File: config.mk
export PLATFORM = sky130hd
export DESIGN_NAME = mem_port_ctrl
export DESIGN_NICKNAME = d
export VERILOG_FILES = /design/src/rtl/mem_port_ctrl.sv
export SDC_FILE = /design/constraint.sdc
export NUM_CORES = 1
export LEC_CHECK = 0
export CAP_MARGIN = 10
export CORE_MARGIN = 2
export CORE_UTILIZATION = 38
export CTS_CLUSTER_DIAMETER = 40
export DETAILED_ROUTE_END_ITERATION = 10
export MAX_ROUTING_LAYER = met4
export PLACE_DENSITY = 0.72
export SETUP_SLACK_MARGIN = 0.15
export SLEW_MARGIN = 20
export SYNTH_ARGS = -nofsm -noshare
export SYNTH_HDL_FRONTEND = slang
export SYNTH_SLANG_ARGS = --single-unit
File: constraint.sdc
create_clock -name clk -period 6.3 [get_ports clk]
set_input_delay 0.945 -clock clk [delete_from_list [all_inputs] [get_ports clk]]
set_output_delay 0.945 -clock clk [all_outputs]
set_load 0.05 [all_outputs]
File: src/rtl/mem_port_ctrl.sv
// mem_port_ctrl: multi-port byte-serial memory access controller.
//
// Arbitrates NUM_PORTS requesters (port 0 highest priority) onto an 8-bit
// memory bus. A granted access of 1, 2 or 4 bytes is performed one byte per
// beat, each beat lasting BEAT_CYC cycles. Loads assemble bytes little-endian
// into rdata_o; stores drive wdata bytes onto mem_wdata with mem_wr high.
//
// Optional feature macro: MEM_CTRL_ALIGN_CHECK_EN
//   defined   -> misaligned requests complete immediately with err=1
//   undefined -> err is constant 0 and misaligned requests run byte-serially
//
// Ports:
//   clk, rst        rising-edge clock, synchronous active-high reset
//   req, we         per-port request level (held until done) and store flag
//   size            per-port 2-bit size: 0=byte, 1=half, 2/3=word
//   addr_i, wdata_i per-port byte address and little-endian store data
//   cancel          per-port abort of the granted in-flight load
//   done, err       one-cycle completion and misalignment pulses
//   rdata_o         zero-extended load result, valid while done is high
//   busy            high whenever the controller is not idle
//   mem_wr, mem_addr, mem_wdata, mem_rdata   byte-wide memory bus
module mem_port_ctrl #(
  parameter int unsigned NUM_PORTS = 2,
  parameter int unsigned BEAT_CYC  = 2,
  parameter int unsigned ADDR_W    = 32
) (
  input  logic                        clk,
  input  logic                        rst,
  input  logic [NUM_PORTS-1:0]        req,
  input  logic [NUM_PORTS-1:0]        we,
  input  logic [2*NUM_PORTS-1:0]      size,
  input  logic [ADDR_W*NUM_PORTS-1:0] addr_i,
  input  logic [32*NUM_PORTS-1:0]     wdata_i,
  input  logic [NUM_PORTS-1:0]        cancel,
  output logic [NUM_PORTS-1:0]        done,
  output logic [NUM_PORTS-1:0]        err,
  output logic [31:0]                 rdata_o,
  output logic                        busy,
  output logic                        mem_wr,
  output logic [ADDR_W-1:0]           mem_addr,
  output logic [7:0]                  mem_wdata,
  input  logic [7:0]                  mem_rdata
);

  localparam int unsigned PORT_W = (NUM_PORTS > 1) ? $clog2(NUM_PORTS) : 1;
  localparam int unsigned CYC_W  = 2;
  localparam logic [CYC_W-1:0] LAST_CYC = CYC_W'(BEAT_CYC - 1);

  typedef enum logic [1:0] {
    IDLE = 2'd0,
    BEAT = 2'd1,
    DONE = 2'd2
  } state_e;

  // Controller state and latched request
  state_e                 state_q, state_d;
  logic [PORT_W-1:0]      port_q, port_d;
  logic                   we_q, we_d;
  logic [1:0]             last_q, last_d;
  logic [ADDR_W-1:0]      base_q, base_d;
  logic [31:0]            wdata_q, wdata_d;
  logic [1:0]             byte_q, byte_d;
  logic [CYC_W-1:0]       cyc_q, cyc_d;

  // Registered outputs
  logic [NUM_PORTS-1:0]   done_q, done_d;
  logic [NUM_PORTS-1:0]   err_q, err_d;
  logic [31:0]            rdata_q, rdata_d;
  logic                   busy_q, busy_d;
  logic                   mem_wr_q, mem_wr_d;
  logic [ADDR_W-1:0]      mem_addr_q, mem_addr_d;
  logic [7:0]             mem_wdata_q, mem_wdata_d;

  // Fixed-priority grant candidate and its request fields
  logic                   gnt_vld_c;
  logic [PORT_W-1:0]      gnt_idx_c;
  logic                   gnt_we_c;
  logic [1:0]             gnt_size_c;
  logic [ADDR_W-1:0]      gnt_addr_c;
  logic [31:0]            gnt_wdata_c;
  logic [1:0]             gnt_last_c;
  logic                   misalign_c;
  logic [1:0]             nxt_byte_c;

  // Scan from the lowest priority upward so the lowest index wins
  always_comb begin
    gnt_vld_c   = 1'b0;
    gnt_idx_c   = '0;
    gnt_we_c    = 1'b0;
    gnt_size_c  = 2'd0;
    gnt_addr_c  = '0;
    gnt_wdata_c = '0;
    for (int i = int'(NUM_PORTS) - 1; i >= 0; i--) begin
      if (req[i]) begin
        gnt_vld_c   = 1'b1;
        gnt_idx_c   = PORT_W'(i);
        gnt_we_c    = we[i];
        gnt_size_c  = size[2*i +: 2];
        gnt_addr_c  = addr_i[ADDR_W*i +: ADDR_W];
        gnt_wdata_c = wdata_i[32*i +: 32];
      end
    end
  end

  // Index of the final byte of the access
  always_comb begin
    gnt_last_c = 2'd3;
    case (gnt_size_c)
      2'd0:    gnt_last_c = 2'd0;
      2'd1:    gnt_last_c = 2'd1;
      default: gnt_last_c = 2'd3;
    endcase
  end

`ifdef MEM_CTRL_ALIGN_CHECK_EN
  // Half needs addr[0]=0, word needs addr[1:0]=0
  always_comb begin
    misalign_c = 1'b0;
    case (gnt_size_c)
      2'd0:    misalign_c = 1'b0;
      2'd1:    misalign_c = gnt_addr_c[0];
      default: misalign_c = |gnt_addr_c[1:0];
    endcase
  end
`else
  assign misalign_c = 1'b0;
`endif

  assign nxt_byte_c = byte_q + 2'd1;

  // Next-state and output logic
  always_comb begin
    state_d     = state_q;
    port_d      = port_q;
    we_d        = we_q;
    last_d      = last_q;
    base_d      = base_q;
    wdata_d     = wdata_q;
    byte_d      = byte_q;
    cyc_d       = cyc_q;
    done_d      = '0;
    err_d       = '0;
    rdata_d     = rdata_q;
    mem_wr_d    = mem_wr_q;
    mem_addr_d  = mem_addr_q;
    mem_wdata_d = mem_wdata_q;

    case (state_q)
      IDLE: begin
        if (gnt_vld_c) begin
          port_d  = gnt_idx_c;
          we_d    = gnt_we_c;
          last_d  = gnt_last_c;
          base_d  = gnt_addr_c;
          wdata_d = gnt_wdata_c;
          byte_d  = 2'd0;
          cyc_d   = '0;
          rdata_d = '0;
          if (misalign_c) begin
            // Complete at once without touching memory
            state_d           = DONE;
            done_d[gnt_idx_c] = 1'b1;
            err_d[gnt_idx_c]  = 1'b1;
            mem_wr_d          = 1'b0;
          end else begin
            // First beat presents byte 0 right away
            state_d     = BEAT;
            mem_wr_d    = gnt_we_c;
            mem_addr_d  = gnt_addr_c;
            mem_wdata_d = gnt_wdata_c[7:0];
          end
        end
      end

      BEAT: begin
        if (!we_q && cancel[port_q]) begin
          // Abort load: no done, bus goes quiet
          state_d  = IDLE;
          mem_wr_d = 1'b0;
        end else if (cyc_q == LAST_CYC) begin
          cyc_d = '0;
          if (!we_q) begin
            rdata_d[8*byte_q +: 8] = mem_rdata;
          end
          if (byte_q == last_q) begin
            state_d        = DONE;
            done_d[port_q] = 1'b1;
            mem_wr_d       = 1'b0;
          end else begin
            byte_d      = nxt_byte_c;
            mem_addr_d  = base_q + ADDR_W'(nxt_byte_c);
            mem_wdata_d = wdata_q[8*nxt_byte_c +: 8];
          end
        end else begin
          cyc_d = cyc_q + CYC_W'(1);
        end
      end

      DONE: begin
        state_d = IDLE;
      end

      default: begin
        state_d  = IDLE;
        mem_wr_d = 1'b0;
      end
    endcase

    busy_d = (state_d != IDLE);
  end

  // State register; reset overrides every other event
  always_ff @(posedge clk) begin
    if (rst) begin
      state_q     <= IDLE;
      port_q      <= '0;
      we_q        <= 1'b0;
      last_q      <= 2'd0;
      base_q      <= '0;
      wdata_q     <= '0;
      byte_q      <= 2'd0;
      cyc_q       <= '0;
      done_q      <= '0;
      err_q       <= '0;
      rdata_q     <= '0;
      busy_q      <= 1'b0;
      mem_wr_q    <= 1'b0;
      mem_addr_q  <= '0;
      mem_wdata_q <= '0;
    end else begin
      state_q     <= state_d;
      port_q      <= port_d;
      we_q        <= we_d;
      last_q      <= last_d;
      base_q      <= base_d;
      wdata_q     <= wdata_d;
      byte_q      <= byte_d;
      cyc_q       <= cyc_d;
      done_q      <= done_d;
      err_q       <= err_d;
      rdata_q     <= rdata_d;
      busy_q      <= busy_d;
      mem_wr_q    <= mem_wr_d;
      mem_addr_q  <= mem_addr_d;
      mem_wdata_q <= mem_wdata_d;
    end
  end

  assign done      = done_q;
  assign err       = err_q;
  assign rdata_o   = rdata_q;
  assign busy      = busy_q;
  assign mem_wr    = mem_wr_q;
  assign mem_addr  = mem_addr_q;
  assign mem_wdata = mem_wdata_q;

endmodule

==> impl_metrics.json, run 1 <==
{
  "first_global_vias": 6859,
  "grt-ovfl-total": 0,
  "antenna_left": 0,
  "setup_viol": 0,
  "path_clk_slew_ns": 0.06,
  "rsz0062_at_grt": "no",
  "finish.utilization_pct": 53.9,
  "leakagePower_uw": 0.00357,
  "clock_latency_ns": 0.42,
  "yosysSeqAreaShare_pct": 41.6,
  "cts_tree": "yes",
  "cts.path.max_buffers": 2,
  "grt_max_degree": 91,
  "period_share_pct": 59.1,
  "coreArea_um2": 18700,
  "p_per_area_nw_per_um2": 288,
  "syn_avg_cell_area_um2": 8.50,
  "path_cells": "inv_1 > ha_1 > fa_1 > nand4_1 > nor2_1 > nand4b_1 > xnor2_1 > a221o_1",
  "drv_cap": 0,
  "cts_setup_buffers": 0,
  "crit_fanout": 16,
  "dpl.hpwl_um": 16200,
  "dr.pass1.iters": 6,
  "ir_drop_mv": 0.185,
  "end_kind": "flop",
  "finalHoldViolCount": 0,
  "synth_warnings": 0,
  "nNetsFinal": 1182,
  "antennaDiodeCount": 0,
  "wl_um": 23600,
  "cp_slowest_cell": "ha_1",
  "slew-limit-headroom_pct": 25.3,
  "start_kind": "flop",
  "cts-root-buf": "clkbuf_16",
  "fin_crit_ns": 3.72,
  "antenna_found_initial": 0,
  "cts_buffers": 17,
  "slew_viol_final": 0,
  "drtIter0Drc": 603,
  "die_h_um": 142,
  "drive_above_1_share_pct": 7.02,
  "hp-class": "reg -> reg",
  "mostFrequentLayoutCell": "clkdlybuf4s50_1",
  "synth_async_sr_flop_share_pct": 0,
  "synth_area_um2": 7220,
  "tightestPinTransition_ns": 1.12,
  "critPathMaxStageDelay_ns": 0.87,
  "cts.repair.resized": 0,
  "routabilityCongestion": 0.844,
  "route.vias.total": 7358,
  "crit_arrival_ns": 4.02,
  "synth.distinct_cells": 60,
  "initial_utilization_pct": 38.6,
  "pin_count": 226,
  "path_delay_family": "adder cells",
  "setup_tns_ns": 0,
  "worst-path-buf-inv": 1,
  "synthCells": 849,
  "via_per_inst": 5.78,
  "finish.instance_area_um2": 10100,
  "crit_required_ns": 6.60,
  "portBuffers": 223,
  "nFillCells": 1690,
  "wl_per_cell_um": 18.5,
  "die_x_um": 142,
  "final_cell_mix": "clkdlybuf4s50_1 (221), dfxtp_1 (150), a21oi_1 (95)",
  "fp-row-count": 50,
  "area_growth_pct": 39.7,
  "grt_pass1_wl_um": 36600,
  "status": "finished, final reports clean",
  "skew_ns": 0.0103,
  "yosys_register_bits": 150,
  "dpl-instance-area_um2": 9510,
  "track_usage_pct": 23.6,
  "fmax_mhz": 269,
  "path_class": "reg -> reg",
  "ys.flop_type": "dfxtp_1",
  "remaining_drc_errors": 0,
  "cts.sink_count": 150,
  "h-tree-depth": 4,
  "fp.dieArea_um2": 20100,
  "holdBufCountCts": 0,
  "synth_edf_count": 0
}
## stage by stage
step / setup slack, ns / total power (µW) / cells / hold WS, ns
4_1_cts: 2.58 / 2910 / 1274 / 0.453
5_1_grt: 2.22 / 3030 / 1274 / 0.472
3_5_place_dp: 2.60 / 1950 / 1242 / 0.445
3_3_place_gp: 2.66 / 1930 / 1242 / 0.438
2_1_floorplan: 3.79 / 1650 / 850 / 0.440
6_report: 2.58 / 2910 / 1274 / 0.450
## report_power, final
part / switching (µW) / internal (µW)
sequential: 84.8 / 1050
combinational: 485 / 316
clock: 423 / 546
total: 993 / 1910
## worst register-to-register path, stage by stage (launching register included)
cell      delay [ns]
dfxtp_1         0.79
inv_1           0.22
ha_1            0.87
fa_1            0.39
nand4_1         0.38
nor2_1          0.34
nand4b_1        0.15
xnor2_1         0.16
a221o_1         0.31
## layout make-up
class	instances	area, µm²	area share [%]
clock buffers	18	429	4.25
repair buffers	233	2300	22.8
multi-input cells	618	3910	38.7
inverters	7	26.3	0.260
clock inverters	14	130	1.29
well taps	234	293	2.90
flip-flops and latches	150	3000	29.8
## logic make-up (layout without fill, tap and decap cells)
family | after synthesis | count (layout) | share of synthesized area [%]
buffers and inverters | 82 | 272 | 4.87
XOR/XNOR | 25 | 25 | 3.03
other | 1 | 2 | 0.0519
flip-flops | 150 | 150 | 41.6
multiplexers | 10 | 10 | 2.79
AO/OA/AOI/OAI | 308 | 308 | 28.2
AND/OR/NAND/NOR | 266 | 266 | 18.2
adder cells (fa/ha/maj) | 7 | 7 | 1.32
## state kept, by name, indices dropped and copies added, names as in the netlist
name,flops
last_q,2
byte_q,2
mem_addr,32
wdata_q,32
state_q,2
base_q,32
port_q,1
busy,1
mem_wr,1
done,2
mem_wdata,8
rdata_o,32
we_q,1
cyc_q,2
## cell usage after synthesis (10+ instances only)
cell type	n	share of area, %
a211oi_1	30	3.1
a21oi_1	95	6.6
a221oi_1	10	1.2
a22oi_1	34	3.5
buf_2	11	0.76
clkbuf_1	52	2.7
dfxtp_1	150	42
nand2_1	73	3.8
nand2b_1	19	1.6
nand3_1	47	3.3
nor2_1	57	3.0
nor3_1	25	1.7
o211ai_1	20	2.1
o21ai_0	38	2.6
o22ai_1	35	3.0
xnor2_1	15	1.8
xor2_1	10	1.2
## per-layer routing
metal  track usage, %  routed length, µm
met4             6.68                422
met5                -                  0
met1             31.9              10800
met2             35.8              10800
met3             4.89               1570
## path summary, 6_finish.rpt
check                                         startpoint                         to  slack, ns  depth (start not counted)
worst max-delay path              byte_q[0]$_SDFFE_PP0P_  mem_addr[26]$_SDFFE_PP0P_       2.58                          8
worst min-delay path            mem_addr[2]$_SDFFE_PP0P_   mem_addr[2]$_SDFFE_PP0P_       0.45                          2
worst max register to register    byte_q[0]$_SDFFE_PP0P_  mem_addr[26]$_SDFFE_PP0P_       2.58                          8
worst min register to register  mem_addr[2]$_SDFFE_PP0P_   mem_addr[2]$_SDFFE_PP0P_       0.45                          2
No activity file was read; power rests on OpenSTA's default activity.
==> run 2: changes to the inputs <==
--- a/config.mk
+++ b/config.mk
@@ -11,7 +11,7 @@
 export CTS_CLUSTER_DIAMETER = 40
 export DETAILED_ROUTE_END_ITERATION = 10
 export MAX_ROUTING_LAYER = met4
-export PLACE_DENSITY = 0.72
+export PLACE_DENSITY = 0.75
 export SETUP_SLACK_MARGIN = 0.15
 export SLEW_MARGIN = 20
 export SYNTH_ARGS = -nofsm -noshare
==> constraint.sdc (replaced) <==
create_clock -name clk -period 3.15 [get_ports clk]
set_input_delay 0.4725 -clock clk [delete_from_list [all_inputs] [get_ports clk]]
set_output_delay 0.4725 -clock clk [all_outputs]
set_load 0.05 [all_outputs]
==> impl_metrics.json, run 2 (synthesis results as in run 1) <==
{
  "leakagePower_uw": 0.00366,
  "clock_latency_ns": 0.43,
  "coreArea_um2": 18700,
  "fin_crit_ns": 2.67,
  "drive_above_1_share_pct": 8.51,
  "cts.sink_count": 150,
  "skew_ns": 0.0145,
  "start_kind": "flop",
  "slew-limit-headroom_pct": 45.2,
  "die_x_um": 142,
  "route.vias.total": 7354,
  "end_kind": "flop",
  "path_clk_slew_ns": 0.07,
  "remaining_drc_errors": 0,
  "rr_endpoint": "mem_addr[26]$_SDFFE_PP0P_",
  "cts.path.max_buffers": 2,
  "r2r_cells": 8,
  "cts_tree": "yes",
  "setup_viol": 0,
  "wl_per_cell_um": 17.9,
  "dpl.hpwl_um": 16600,
  "antenna_left": 0,
  "nNetsFinal": 1200,
  "hp-class": "reg -> reg",
  "fp.dieArea_um2": 20100,
  "slew_viol_final": 0,
  "antenna_found_initial": 0,
  "die_h_um": 142,
  "worstSetupEndpoint": "mem_addr[26]$_SDFFE_PP0P_",
  "final_cell_mix": "clkdlybuf4s50_1 (221), dfxtp_1 (150), a21oi_1 (95)",
  "multi_input_area_um2": 3890,
  "grt-ovfl-total": 0,
  "place_ws_ns": 0.299,
  "p_per_area_nw_per_um2": 573,
  "antennaDiodeCount": 0,
  "crit_fanout": 8,
  "mostFrequentLayoutCell": "clkdlybuf4s50_1",
  "finalHoldViolCount": 0,
  "ir_drop_mv": 0.404,
  "h-tree-depth": 4,
  "r2r_slack_ns": 0.48,
  "fmax_mhz": 375,
  "wl_um": 23100,
  "track_usage_pct": 23.1,
  "cts-root-buf": "clkbuf_16",
  "via_per_inst": 5.69,
  "cp-startpoint": "byte_q[1]$_SDFFE_PP0P_",
  "holdBufCountCts": 0,
  "timing.rr.start": "byte_q[1]$_SDFFE_PP0P_",
  "status": "finished, final reports clean",
  "routabilityCongestion": 0.856,
  "setup_tns_ns": 0,
  "initial_utilization_pct": 38.6,
  "period_share_pct": 84.8,
  "dr.pass1.iters": 6,
  "drtIter0Drc": 644,
  "portBuffers": 223,
  "path_class": "reg -> reg",
  "rsz0062_at_grt": "no",
  "cts.repair.resized": 0,
  "crit_required_ns": 3.47,
  "nFillCells": 1704,
  "grt_max_degree": 80,
  "tightestPinTransition_ns": 0.822,
  "cts_setup_buffers": 0,
  "whs_ns": 0.451,
  "drv_cap": 0,
  "cts_buffers": 17,
  "grt_pass1_wl_um": 35800,
  "area_growth_pct": 41.5,
  "pin_count": 226,
  "layout.area.seq_um2": 3000,
  "crit_arrival_ns": 2.99,
  "fp-row-count": 50,
  "first_global_vias": 6694,
  "worst_slack_ns": 0.480
}
## run 2: changes by cell type in the layout (fill, tap and decap cells not counted), sizes merged
cell and delta:
buf +18, clkinvlp -1, inv +6, clkinv -5
## run 2: where the power goes
part	internal, µW	total (µW)	switching (µW)
clock network	1110	1970	867
logic	658	1630	968
registers	2100	2260	155
total	3870	5860	1990
## run 2: metal layers
metal / vias to the layer above / routed length, µm / global-route usage [%]
met3: 38 / 1410 / 4.32
met4: 0 / 377 / 6.11
met5: - / 0 / -
met2: 301 / 10800 / 35.9
met1: 3448 / 10500 / 31.1
li1: 3567 / - / -
## run 2: how the worst min path moves through the flow
stage                                    from                         to  slack (ns)  cells past startpoint
detailed placement  mem_wdata[0]$_SDFFE_PP0P_  mem_wdata[0]$_SDFFE_PP0P_        0.45                      2
global placement     mem_addr[7]$_SDFFE_PP0P_   mem_addr[7]$_SDFFE_PP0P_        0.44                      2
floorplan               cyc_q[1]$_SDFFE_PP0P_      cyc_q[1]$_SDFFE_PP0P_        0.44                      1
global route                              rst            busy$_SDFF_PP0_        0.47                      2
finish               mem_addr[5]$_SDFFE_PP0P_   mem_addr[5]$_SDFFE_PP0P_        0.45                      2
CTS                                       rst            busy$_SDFF_PP0_        0.44                      2
## run 2: critical path, cell delays in order (launching register included)
cell	delay, ns
dfxtp_1	0.42
inv_1	0.09
ha_1	0.37
fa_1	0.29
nand4_1	0.41
nor2_1	0.34
nand4b_1	0.15
xnor2_1	0.17
a221o_1	0.31
## run 2: final cells by class
class                           count  share of cell area, %
Timing Repair Buffer              251                   23.8
Clock inverter                     14                   1.35
Multi-Input combinational cell    618                   38.1
Clock buffer                       18                   4.20
Inverter                            7                  0.257
Sequential cell                   150                   29.4
Tap cell                          234                   2.87
## run 2: stage by stage
stage	utilization (%)	cells	power [µW]	instance area [µm²]
global placement	51.6	1260	3890	9650
detailed placement	51.6	1260	3910	9650
CTS	54.6	1292	5880	10200
global route	54.6	1292	6120	10200
finish	54.6	1292	5860	10200
floorplan	-	850	3300	7220
==> run 3: changes to the inputs <==
==> constraint.sdc (replaced) <==
create_clock -name clk -period 2.4 [get_ports clk]
set_input_delay 0.36 -clock clk [delete_from_list [all_inputs] [get_ports clk]]
set_output_delay 0.36 -clock clk [all_outputs]
set_load 0.05 [all_outputs]
==> impl_metrics.json, run 3 (synthesis results as in run 1) <==
{
  "path_clk_slew_ns": 0.06,
  "die_x_um": 142,
  "grt_max_degree": 88,
  "via_per_inst": 5.69,
  "cts-root-buf": "clkbuf_16",
  "drtIter0Drc": 622,
  "mostFrequentLayoutCell": "clkdlybuf4s50_1",
  "remaining_drc_errors": 0,
  "holdBufCountCts": 0,
  "wl_per_cell_um": 18.0,
  "coreArea_um2": 18700,
  "routabilityCongestion": 0.884,
  "cp-startpoint": "byte_q[1]$_SDFFE_PP0P_",
  "slew-limit-headroom_pct": 51.2,
  "tightestPinTransition_ns": 0.731,
  "r2r_cells": 9,
  "cts.path.max_buffers": 2,
  "cp_slowest_cell": "dfxtp_1",
  "worstHoldPathCells": 2,
  "critPathMaxStageDelay_ns": 0.33,
  "setup_viol": 0,
  "drv_cap": 0,
  "p_per_area_nw_per_um2": 761,
  "area_growth_pct": 45.9,
  "rsz0062_at_grt": "yes",
  "crit_arrival_ns": 2.44,
  "fp-row-count": 50,
  "h-tree-depth": 4,
  "finalHoldViolCount": 0,
  "path_class": "reg -> reg",
  "hp-start": "rst",
  "die_h_um": 142,
  "drive_above_1_share_pct": 11.2,
  "path_cells": "inv_1 > ha_4 > fa_2 > nand4_1 > buf_4 > nor3_1 > nand4_1 > xnor2_1 > a221o_1",
  "portBuffers": 223,
  "r2r_slack_ns": 0.28,
  "pin_count": 226,
  "period_share_pct": 88.4,
  "route.vias.total": 7442,
  "skew_ns": 0.0145,
  "first_global_vias": 7092,
  "hp-class": "in -> reg",
  "timing.rr.start": "byte_q[1]$_SDFFE_PP0P_",
  "grt-ovfl-total": 0,
  "status": "finished, final reports clean",
  "min_to": "busy$_SDFF_PP0_",
  "nNetsFinal": 1217,
  "ir_drop_mv": 0.513,
  "antenna_found_initial": 0,
  "rr_endpoint": "mem_addr[28]$_SDFFE_PP0P_",
  "slew_viol_final": 0,
  "crit_fanout": 6,
  "cts_tree": "yes",
  "start_kind": "flop",
  "leakagePower_uw": 0.00381,
  "cts_buffers": 17,
  "grt_pass1_wl_um": 37200,
  "antennaDiodeCount": 0,
  "finish.utilization_pct": 56.3,
  "final_cell_mix": "clkdlybuf4s50_1 (221), dfxtp_1 (149), a21oi_1 (95)",
  "antenna_left": 0,
  "fin_crit_ns": 2.12,
  "setup_tns_ns": 0,
  "cts.sink_count": 150,
  "end_kind": "flop",
  "initial_utilization_pct": 38.6,
  "worst-path-buf-inv": 2,
  "clock_latency_ns": 0.43,
  "path_delay_family": "adder cells",
  "crit_required_ns": 2.72,
  "track_usage_pct": 23.9,
  "dpl.hpwl_um": 16800,
  "crit_path_frequent_cell": "nand4_1",
  "fp.dieArea_um2": 20100,
  "wl_um": 23600,
  "dr.pass1.iters": 6,
  "whs_ns": 0.316,
  "fmax_mhz": 471
}
## run 3: cell types whose count changed in the layout (fill, tap and decap cells not counted), sizes merged
cell / change
bufinv: +2
clkinvlp: -2
buf: +17
clkinv: +2
inv: -2
## run 3: per-stage QoR
| stage | cells | total power, µW | area, µm² | setup WS [ns] |
|---|---|---|---|---|
| finish | 1309 | 8020 | 10500 | 0.278 |
| global route | 1309 | 8370 | 10500 | 0.151 |
| CTS | 1308 | 8050 | 10500 | 0.157 |
| detailed placement | 1275 | 5200 | 9830 | -0.146 |
| global placement | 1275 | 5160 | 9830 | -0.0762 |
| floorplan | 850 | 4330 | 7240 | 0.176 |
## run 3: worst max path at each step
stage | end | depth (start not counted)
finish | mem_addr[28]$_SDFFE_PP0P_ | 9
global route | mem_addr[25]$_SDFFE_PP0P_ | 10
CTS | mem_addr[20]$_SDFFE_PP0P_ | 8
detailed placement | rdata_o[7]$_SDFFE_PP0P_ | 7
global placement | rdata_o[14]$_SDFFE_PP0P_ | 7
floorplan | mem_addr[20]$_SDFFE_PP0P_ | 8
## run 3: area by class of cell
cell class,count,area [µm²]
Timing Repair Buffer,268,2630
Tap cell,234,293
Sequential cell,150,3000
Clock buffer,18,439
Clock inverter,14,189
Inverter,7,26.3
Multi-Input combinational cell,618,3960
Fill cell,1689,8170
## run 3: repair_timing
item                       4_1_cts  5_1_grt
resized for setup                3        9
pin swaps                        0        3
buffers inserted                 1        1
setup endpoints to repair       10       18
## run 3: worst reg2reg max path, cell delays in order, from the launching register on
cell and delay [ns]:
dfxtp_1 0.33, inv_1 0.08, ha_4 0.29, fa_2 0.24
nand4_1 0.11, buf_4 0.20, nor3_1 0.14, nand4_1 0.14
xnor2_1 0.16, a221o_1 0.31
## run 3: per-layer routing
metal	vias up	wire [µm]	track usage, %
met5	-	0	-
met4	0	350	6.84
met3	31	1510	4.18
met2	321	10900	36.9
met1	3495	10800	32.2
li1	3595	-	-
## run 3: power by group
group / switching [µW] / total [µW] / internal [µW]
logic: 1300 / 2220 / 916
registers: 204 / 2960 / 2760
clock network: 1140 / 2840 / 1700
total: 2650 / 8020 / 5370
